--- src/rtl/alu_exec_unit.sv ---
// Serial sequencer and 32x32 register file feeding a combinational ALU.
// Sequence per command: IDLE (accept) -> READ -> EXEC -> WB (write-back, done pulse).
module alu_exec_unit #(
  parameter int unsigned DATA_W = 32,
  parameter int unsigned ADDR_W = 5
) (
  input  logic              clk,
  input  logic              rst_n,
  input  logic              cmd_valid,
  output logic              cmd_ready,
  input  logic [3:0]        cmd_op,
  input  logic [ADDR_W-1:0] cmd_rd,
  input  logic [ADDR_W-1:0] cmd_rs1,
  input  logic [ADDR_W-1:0] cmd_rs2,
  input  logic [DATA_W-1:0] cmd_imm,
  input  logic              cmd_use_imm,
  output logic [DATA_W-1:0] alu_op1,
  output logic [DATA_W-1:0] alu_op2,
  output logic [3:0]        alu_op,
  input  logic [DATA_W-1:0] alu_result,
  input  logic              alu_zero,
  output logic              done_valid,
  output logic [ADDR_W-1:0] done_rd,
  output logic [DATA_W-1:0] done_result,
  output logic              done_zero,
  input  logic [ADDR_W-1:0] dbg_addr,
  output logic [DATA_W-1:0] dbg_data
);

  localparam int unsigned NREGS = 1 << ADDR_W;
  localparam int unsigned OP_W  = 4;
  localparam logic [DATA_W-1:0] SHAMT_MASK = DATA_W'(31);

  typedef enum logic [1:0] {S_IDLE, S_READ, S_EXEC, S_WB} state_e;

  state_e              state_q, state_d;
  logic [OP_W-1:0]     op_q, op_d;
  logic [ADDR_W-1:0]   rd_q, rd_d;
  logic [ADDR_W-1:0]   rs1_q, rs1_d;
  logic [ADDR_W-1:0]   rs2_q, rs2_d;
  logic [DATA_W-1:0]   imm_q, imm_d;
  logic                use_imm_q, use_imm_d;
  logic [DATA_W-1:0]   alu_op1_q, alu_op1_d;
  logic [DATA_W-1:0]   alu_op2_q, alu_op2_d;
  logic [OP_W-1:0]     alu_op_q, alu_op_d;
  logic                done_valid_q, done_valid_d;
  logic [ADDR_W-1:0]   done_rd_q, done_rd_d;
  logic [DATA_W-1:0]   done_result_q, done_result_d;
  logic                done_zero_q, done_zero_d;
  logic [DATA_W-1:0]   regs_q [NREGS];
  logic [DATA_W-1:0]   regs_d [NREGS];

  logic [DATA_W-1:0]   rs1_val, rs2_val, op2_raw;
  logic                is_shift;

  // Source operand read with x0 hardwired to zero
  always_comb begin
    rs1_val  = (rs1_q == '0) ? '0 : regs_q[rs1_q];
    rs2_val  = (rs2_q == '0) ? '0 : regs_q[rs2_q];
    op2_raw  = use_imm_q ? imm_q : rs2_val;
    is_shift = (op_q == 4'b1000) || (op_q == 4'b1001) || (op_q == 4'b1010);
  end

  always_comb begin
    state_d       = state_q;
    op_d          = op_q;
    rd_d          = rd_q;
    rs1_d         = rs1_q;
    rs2_d         = rs2_q;
    imm_d         = imm_q;
    use_imm_d     = use_imm_q;
    alu_op1_d     = alu_op1_q;
    alu_op2_d     = alu_op2_q;
    alu_op_d      = alu_op_q;
    done_valid_d  = 1'b0;
    done_rd_d     = done_rd_q;
    done_result_d = done_result_q;
    done_zero_d   = done_zero_q;
    regs_d        = regs_q;

    case (state_q)
      S_IDLE: begin
        if (cmd_valid) begin
          op_d      = cmd_op;
          rd_d      = cmd_rd;
          rs1_d     = cmd_rs1;
          rs2_d     = cmd_rs2;
          imm_d     = cmd_imm;
          use_imm_d = cmd_use_imm;
          state_d   = S_READ;
        end
      end
      S_READ: begin
        alu_op1_d = rs1_val;
        alu_op2_d = is_shift ? (op2_raw & SHAMT_MASK) : op2_raw;
        alu_op_d  = op_q;
        state_d   = S_EXEC;
      end
      S_EXEC: begin
        done_result_d = alu_result;
        done_zero_d   = alu_zero;
        done_rd_d     = rd_q;
        done_valid_d  = 1'b1;
        state_d       = S_WB;
      end
      S_WB: begin
        // x0 stays zero; the done payload still reports the ALU output
        if (rd_q != '0) regs_d[rd_q] = done_result_q;
        state_d = S_IDLE;
      end
      default: state_d = S_IDLE;
    endcase
  end

  always_ff @(posedge clk or negedge rst_n) begin
    if (!rst_n) begin
      state_q       <= S_IDLE;
      op_q          <= '0;
      rd_q          <= '0;
      rs1_q         <= '0;
      rs2_q         <= '0;
      imm_q         <= '0;
      use_imm_q     <= 1'b0;
      alu_op1_q     <= '0;
      alu_op2_q     <= '0;
      alu_op_q      <= '0;
      done_valid_q  <= 1'b0;
      done_rd_q     <= '0;
      done_result_q <= '0;
      done_zero_q   <= 1'b0;
      for (int i = 0; i < NREGS; i++) regs_q[i] <= '0;
    end else begin
      state_q       <= state_d;
      op_q          <= op_d;
      rd_q          <= rd_d;
      rs1_q         <= rs1_d;
      rs2_q         <= rs2_d;
      imm_q         <= imm_d;
      use_imm_q     <= use_imm_d;
      alu_op1_q     <= alu_op1_d;
      alu_op2_q     <= alu_op2_d;
      alu_op_q      <= alu_op_d;
      done_valid_q  <= done_valid_d;
      done_rd_q     <= done_rd_d;
      done_result_q <= done_result_d;
      done_zero_q   <= done_zero_d;
      for (int i = 0; i < NREGS; i++) regs_q[i] <= regs_d[i];
    end
  end

  assign cmd_ready   = (state_q == S_IDLE);
  assign alu_op1     = alu_op1_q;
  assign alu_op2     = alu_op2_q;
  assign alu_op      = alu_op_q;
  assign done_valid  = done_valid_q;
  assign done_rd     = done_rd_q;
  assign done_result = done_result_q;
  assign done_zero   = done_zero_q;
  assign dbg_data    = (dbg_addr == '0) ? '0 : regs_q[dbg_addr];

endmodule

--- config.mk ---
export PLATFORM = sky130hd
export DESIGN_NAME = alu_exec_unit
export DESIGN_NICKNAME = d
export VERILOG_FILES = /design/src/rtl/alu_exec_unit.sv
export SDC_FILE = /design/constraint.sdc
export NUM_CORES = 2
export LEC_CHECK = 0
export BUFFER_PORTS_ARGS = -buffer_cell sky130_fd_sc_hd__buf_2
export CORE_ASPECT_RATIO = 2
export CORE_MARGIN = 8
export CORE_UTILIZATION = 50
export DETAILED_ROUTE_END_ITERATION = 8
export HOLD_SLACK_MARGIN = 0.08
export PLACE_DENSITY = 0.71
export SKIP_CTS_REPAIR_TIMING = 1
export SLEW_MARGIN = 20
export SYNTH_ARGS = -nofsm -noshare
export SYNTH_HDL_FRONTEND = slang
export SYNTH_SLANG_ARGS = --single-unit
--- constraint.sdc ---
create_clock -name clk -period 2.9 [get_ports clk]
set_input_delay 0.58 -clock clk [delete_from_list [all_inputs] [get_ports clk]]
set_output_delay 0.58 -clock clk [all_outputs]
set_load 0.005 [all_outputs]
# Word-level counts from Yosys, hierarchy flattened
# Index checks and enable logic that the tools add are counted.
# Widths: inputs -> output; s select.
op_classes:
  addsub: 0
  multipliers: 0
  div_mod_pow: 0
  magnitude_cmp: 5
  n_eq_ne: 7
  shifts: 0
  muxes: 20
  n_bitwise: 4
  n_reduce_logical: 10
op_table:
  columns: ["op", "n"]
  rows:
  - ["$bwmux 1024", 1]
  - ["$bmux 32 s5", 3]
  - ["$mux 32", 12]
  - ["$demux 32 s5", 1]
  - ["$ge 6x6->1 const B", 4]
  - ["$not 5->6", 4]
  - ["$logic_not 5->1", 3]
  - ["$eq 4x4->1 const B", 3]
  - ["$pmux 2 s4", 1]
  - ["$lt 6x1->1 const B", 1]
  - ["$reduce_bool 5->1", 1]
  - ["$eq 2x2->1 const B", 2]
  - ["$reduce_and 2->1", 2]
  - ["$eq 2x1->1 const B", 1]
  - ["$logic_not 2->1", 1]
  - ["$logic_or 1x1->1", 2]
  - ["$mux 2", 1]
  - ["$ne 2x2->1 const B", 1]
  - ["$logic_and 1x1->1", 1]
  - ["$mux 1", 1]
totals:
  reg_bits: 1185
  latchBits: 0
  ram_bits: 0
  romBits: 0
  in_bits: 93
  output_inout_bits: 140
  word_cells: 92
  memories: 0

# Logic depth before layout (Yosys ltp)
depth:
  ltp_word: 7
  depth_mapped: 9

# Worst setup path before layout
# OpenSTA, ideal clock, no wires.
synth_path:
  path_type: "input to output"
  startpoint: "input dbg_addr[0]"
  endpoint: "output dbg_data[11]"
  t_arrival_ps: 2192
  required_ps: 2320
  setup_slack_ps: 128
  cell_stages: 7
  n_path_buf: 3
  path_cell_list: "buf_2 buf_2 buf_2 mux4_2 mux2i_1 o22ai_1 or2_2"
synth_between:
  elab_chain_len: 5
  word_cells_on_any_way: 6
  classes_between: "mux: 4; bitwise: 1; reduce/logical: 1"
synth_rtl:
  columns: ["item", "line_no", "text"]
  rows:
  - ["from (decl)", "26", "input logic [ADDR_W-1:0] dbg_addr,"]
  - ["$not 5->6 (implied by the code)", "159", "assign dbg_data = (dbg_addr == '0) ? '0 : regs_q[dbg_addr];"]
  - ["$bmux 32 s5", "159", null]
  - ["$mux 32 (implied by the code) (2 in a row)", "159", null]
  - ["$mux 32 (*)", "159", null]
  - ["to (decl)", "27", "output logic [DATA_W-1:0] dbg_data"]
# Mark *: on every way between the ends. The rest lies on a longest branch, timed or not. The select of a mux whose other input is x is not followed.

# Worst setup path in the final report
layout_path:
  startpoint: "input dbg_addr[0]"
  endpoint: "output dbg_data[10]"
# The elaborated chain is that of the path after synthesis.

==> Implementation_results.wiki <==
{| class="wikitable"
! Metric !! Value
|-
| Outcome || finished, violations left
|-
| Violated checks || setup timing
|-
| Simple logic cell fraction of the synthesized area || 2.683%
|-
| Post-synthesis sequential area ratio || 43.34%
|-
| Overflow after GRT || 0
|-
| Path depth of the worst reg2reg path || 6
|-
| Clock sink total || 1185
|-
| Class of the most critical setup path || in2out
|-
| Max Fanout on Critical Path || 6
|-
| Number of distinct library cells after synthesis || 54
|-
| Buffers on Ports || 232
|-
| Worst hold path stage count || 2
|-
| HP Class || in2reg
|-
| Number of top-level design ports || 233
|-
| DRC errors left || 0
|-
| Reg clk slew, reported paths || 0.07 ns
|-
| Initial DRT Pass Iterations || 7
|-
| Slew at the pin closest to its max-slew limit || 1.133 ns
|-
| Maximum number of pins on one net before global-route repair || 105
|-
| Via count normalized by instance count || 7.262
|-
| Combinational family with the most area after synthesis || multiplexers
|-
| Number of endpoints with negative hold slack in the final report || 0
|-
| Detailed-route via count || 48.86k
|-
| Insertion delay of the later-clocked pin in the worst-skew pair || 0.76 ns
|-
| Post-Route Setup TNS || -1.937 ns
|-
| Avg Synthesized Cell Area || 15.05 µm²
|-
| Final critical delay including setup and external delays || 3.056 ns
|-
| Number of synthesized flops with an enable pin || 0
|-
| Initial antenna violation count || 11
|-
| Hold wc startpoint || alu_result[1]
|-
| Cell taking the most area after synthesis || sky130_fd_sc_hd__dfrtp_1
|-
| Worst path required time || 2.32 ns
|-
| Static leakage power || 35.55 nW
|-
| Total of warnings raised by yosys || 0
|-
| Final routed wire length divided by cell count || 38.08 µm
|-
| Synthesized instance count || 4547
|-
| Top post-synthesis cells by count || sky130_fd_sc_hd__dfrtp_1 (1185), sky130_fd_sc_hd__mux2_2 (1154), sky130_fd_sc_hd__mux4_2 (697)
|-
| RD Place Congestion || 0.9328
|-
| Worst hold slack across all endpoints || 0.08527 ns
|-
| Reg-to-reg slack, setup || 0.05 ns
|-
| Max-capacitance violation count || 0
|-
| Die Footprint || 149600 µm²
|-
| Initial standard-cell utilization of the core || 50.14%
|-
| Complex-gate fraction of the synthesized area || 3.705%
|-
| Share of Yosys cell area claimed by the top area cell type || 43.34%
|-
| Capturing point of the worst reg2reg path || alu_op2[15]
|-
| Largest cells by area after synthesis || sky130_fd_sc_hd__dfrtp_1 (43%), sky130_fd_sc_hd__mux4_2 (23%), sky130_fd_sc_hd__mux2_2 (19%)
|-
| Final setup violation count || 30
|-
| Master of the slowest instance on the critical path || sky130_fd_sc_hd__mux4_2
|-
| Clock root cell || sky130_fd_sc_hd__clkbuf_16
|-
| Post-synthesis cell area || 68420 µm²
|-
| Critical register-to-register path startpoint || rs2_q[0]
|-
| Mux contribution to synthesized area || 46.71%
|-
| Worst Setup End Kind || primary output
|-
| Core ar. || 136500 µm²
|-
| Dpl hpwl || 173900 µm
|-
| Clock tree from TritonCTS || built
|-
| Worst hold endpoint || done_result[1]
|-
| DIE WIDTH || 277.6 µm
|-
| FP Rows || 192
|-
| Setup repair after global routing missed its margin || yes
|-
| Via count of the first global-routing pass || 51.00k
|-
| Signal arrival time at the worst endpoint || 2.48 ns
|-
| Primary flip-flop cell chosen by synthesis mapping || sky130_fd_sc_hd__dfrtp_1
|-
| Number of DRC markers after the initial detailed-route iteration || 4976
|-
| Synth async-reset ratio || 100.0%
|-
| Synthesized-area fraction occupied by adder cells || 0.07315%
|-
| Post-route clock skew || 0.03341 ns
|-
| Final-report max-slew violation count || 0
|-
| Deepest clock path buffer count || 3
|-
| Global-route wire length before repair || 366100 µm
|-
| Total power divided by cell area || 1080 nW/µm²
|-
| Antenna violation net count after detailed routing || 0
|-
| Final worst-path setup slack || -0.1564 ns
|-
| Worst stage delay on the critical path || 0.49 ns
|-
| Critical path launch point type || input port
|-
| Net Count, Synth || 4644
|-
| Crit path cell chain || buf_12, buf_12, buf_12, clkbuf_16, mux4_2, mux2i_1, o22ai_2, or2_4, buf_6
|-
| Number of nets in the layout || 4982
|-
| Total Routing Usage GR || 33.61%
|-
| Area added between synthesis and finish || 16.71%
|-
| Highest clock rate || 327.2 MHz
|-
| Worst supply voltage drop on vdd || 0.9915 mV
|-
| Cell with the most instances after synthesis || sky130_fd_sc_hd__dfrtp_1
|-
| Xor-xnor portion of the synthesized cell area || 0%
|-
| Post-route clock period utilization || 105.4%
|-
| Share of post-route cells with drive strength above 1 || 56.82%
|-
| Number of CTS-inserted buffers || 109
|-
| Critical path's most frequent cell || sky130_fd_sc_hd__buf_12
|-
| Number of synthesized register bits || 1185
|-
| Count of H-tree levels built during CTS || 3
|-
| Chip height || 539.1 µm
|-
| Worst rel slew slack || 24.49%
|-
| Routed wire length || 256200 µm
|}
[how the worst max path moves through the flow]
stage / cells past startpoint / start / endpoint
final: 9 / dbg_addr[0] / dbg_data[10]
after global routing: 10 / dbg_addr[0] / dbg_data[20]
after CTS: 5 / regs_q[431] / dbg_data[15]
after detailed placement: 8 / dbg_addr[0] / dbg_data[27]
after global placement: 8 / dbg_addr[0] / dbg_data[27]
after floorplan: 7 / dbg_addr[0] / dbg_data[11]
[report_power, final]
group          total (mW)  internal (mW)  switching (mW)
sequential           31.4           22.8            8.60
combinational        38.7           20.7            18.0
clock                16.1           9.24            6.87
[stage by stage]
step / setup slack, ns / cells / instance area (µm²) / util [%] / power (mW)
CTS: -0.3092 / 6581 / 78050 / 57.20 / 84.86
floorplan: 0.1282 / 4547 / 68420 / - / 53.42
detailed placement: -0.2039 / 6378 / 74110 / 54.31 / 68.72
global placement: -0.2283 / 6378 / 74110 / 54.31 / 67.57
finish: -0.1564 / 6728 / 79850 / 58.52 / 86.26
global route: -0.1945 / 6724 / 79840 / 58.51 / 89.41
[registers in the layout (all words and copies together) (netlist names), 32 cells and up]
register / cells
done_result: 32
regs_q: 1024
imm_q: 32
alu_op2: 32
alu_op1: 32
[worst max-delay path: cells and delay by family]
family                 cells  cell delay, ns
buffers and inverters      5            0.74
AO/OA/AOI/OAI              1            0.14
multiplexers               2            0.69
AND/OR/NAND/NOR            1            0.30
[area by class of cell]
cell class / count / area [µm²]
Fill cell: 10460 / 56600
Multi-Input combinational cell: 2831 / 36830
Sequential cell: 1185 / 29690
Timing Repair Buffer: 751 / 7176
Clock buffer: 152 / 3164
Tap cell: 1746 / 2185
Clock inverter: 51 / 772.0
Inverter: 7 / 27.53
Antenna cell: 5 / 12.51
[per-layer routing]
| layer | vias up | GRT usage [%] | share of wire [%] |
|---|---|---|---|
| met2 | 3285 | 55.14 | 49 |
| met5 | - | 0 | 0.022 |
| met4 | 8 | 26.75 | 9.8 |
| met3 | 1089 | 8.207 | 9.1 |
| met1 | 25800 | 37.22 | 32 |
| li1 | 18680 | - | - |
[logic make-up after synthesis]
group / Yosys count
AOI/OAI and AO/OA: 317
adders and majority gates: 4
DFF: 1185
and+or+nand+nor: 341
muxes: 2169
buffers and inverters: 531
[cell usage in the layout, fill, tap and decap left out, types with 36 or more instances in the layout]
cell type                       instances
sky130_fd_sc_hd__dfrtp_1             1173
sky130_fd_sc_hd__mux2_2              1154
sky130_fd_sc_hd__mux4_2               697
sky130_fd_sc_hd__buf_4                305
sky130_fd_sc_hd__mux2i_1              294
sky130_fd_sc_hd__buf_2                205
sky130_fd_sc_hd__buf_12               123
sky130_fd_sc_hd__clkbuf_16            117
sky130_fd_sc_hd__a22oi_1               95
sky130_fd_sc_hd__nand3_1               94
sky130_fd_sc_hd__dlygate4sd3_1         75
sky130_fd_sc_hd__o22ai_1               52
sky130_fd_sc_hd__nand3b_1              42
sky130_fd_sc_hd__nor2_1                36
Power figures use the tool's default switching activity.
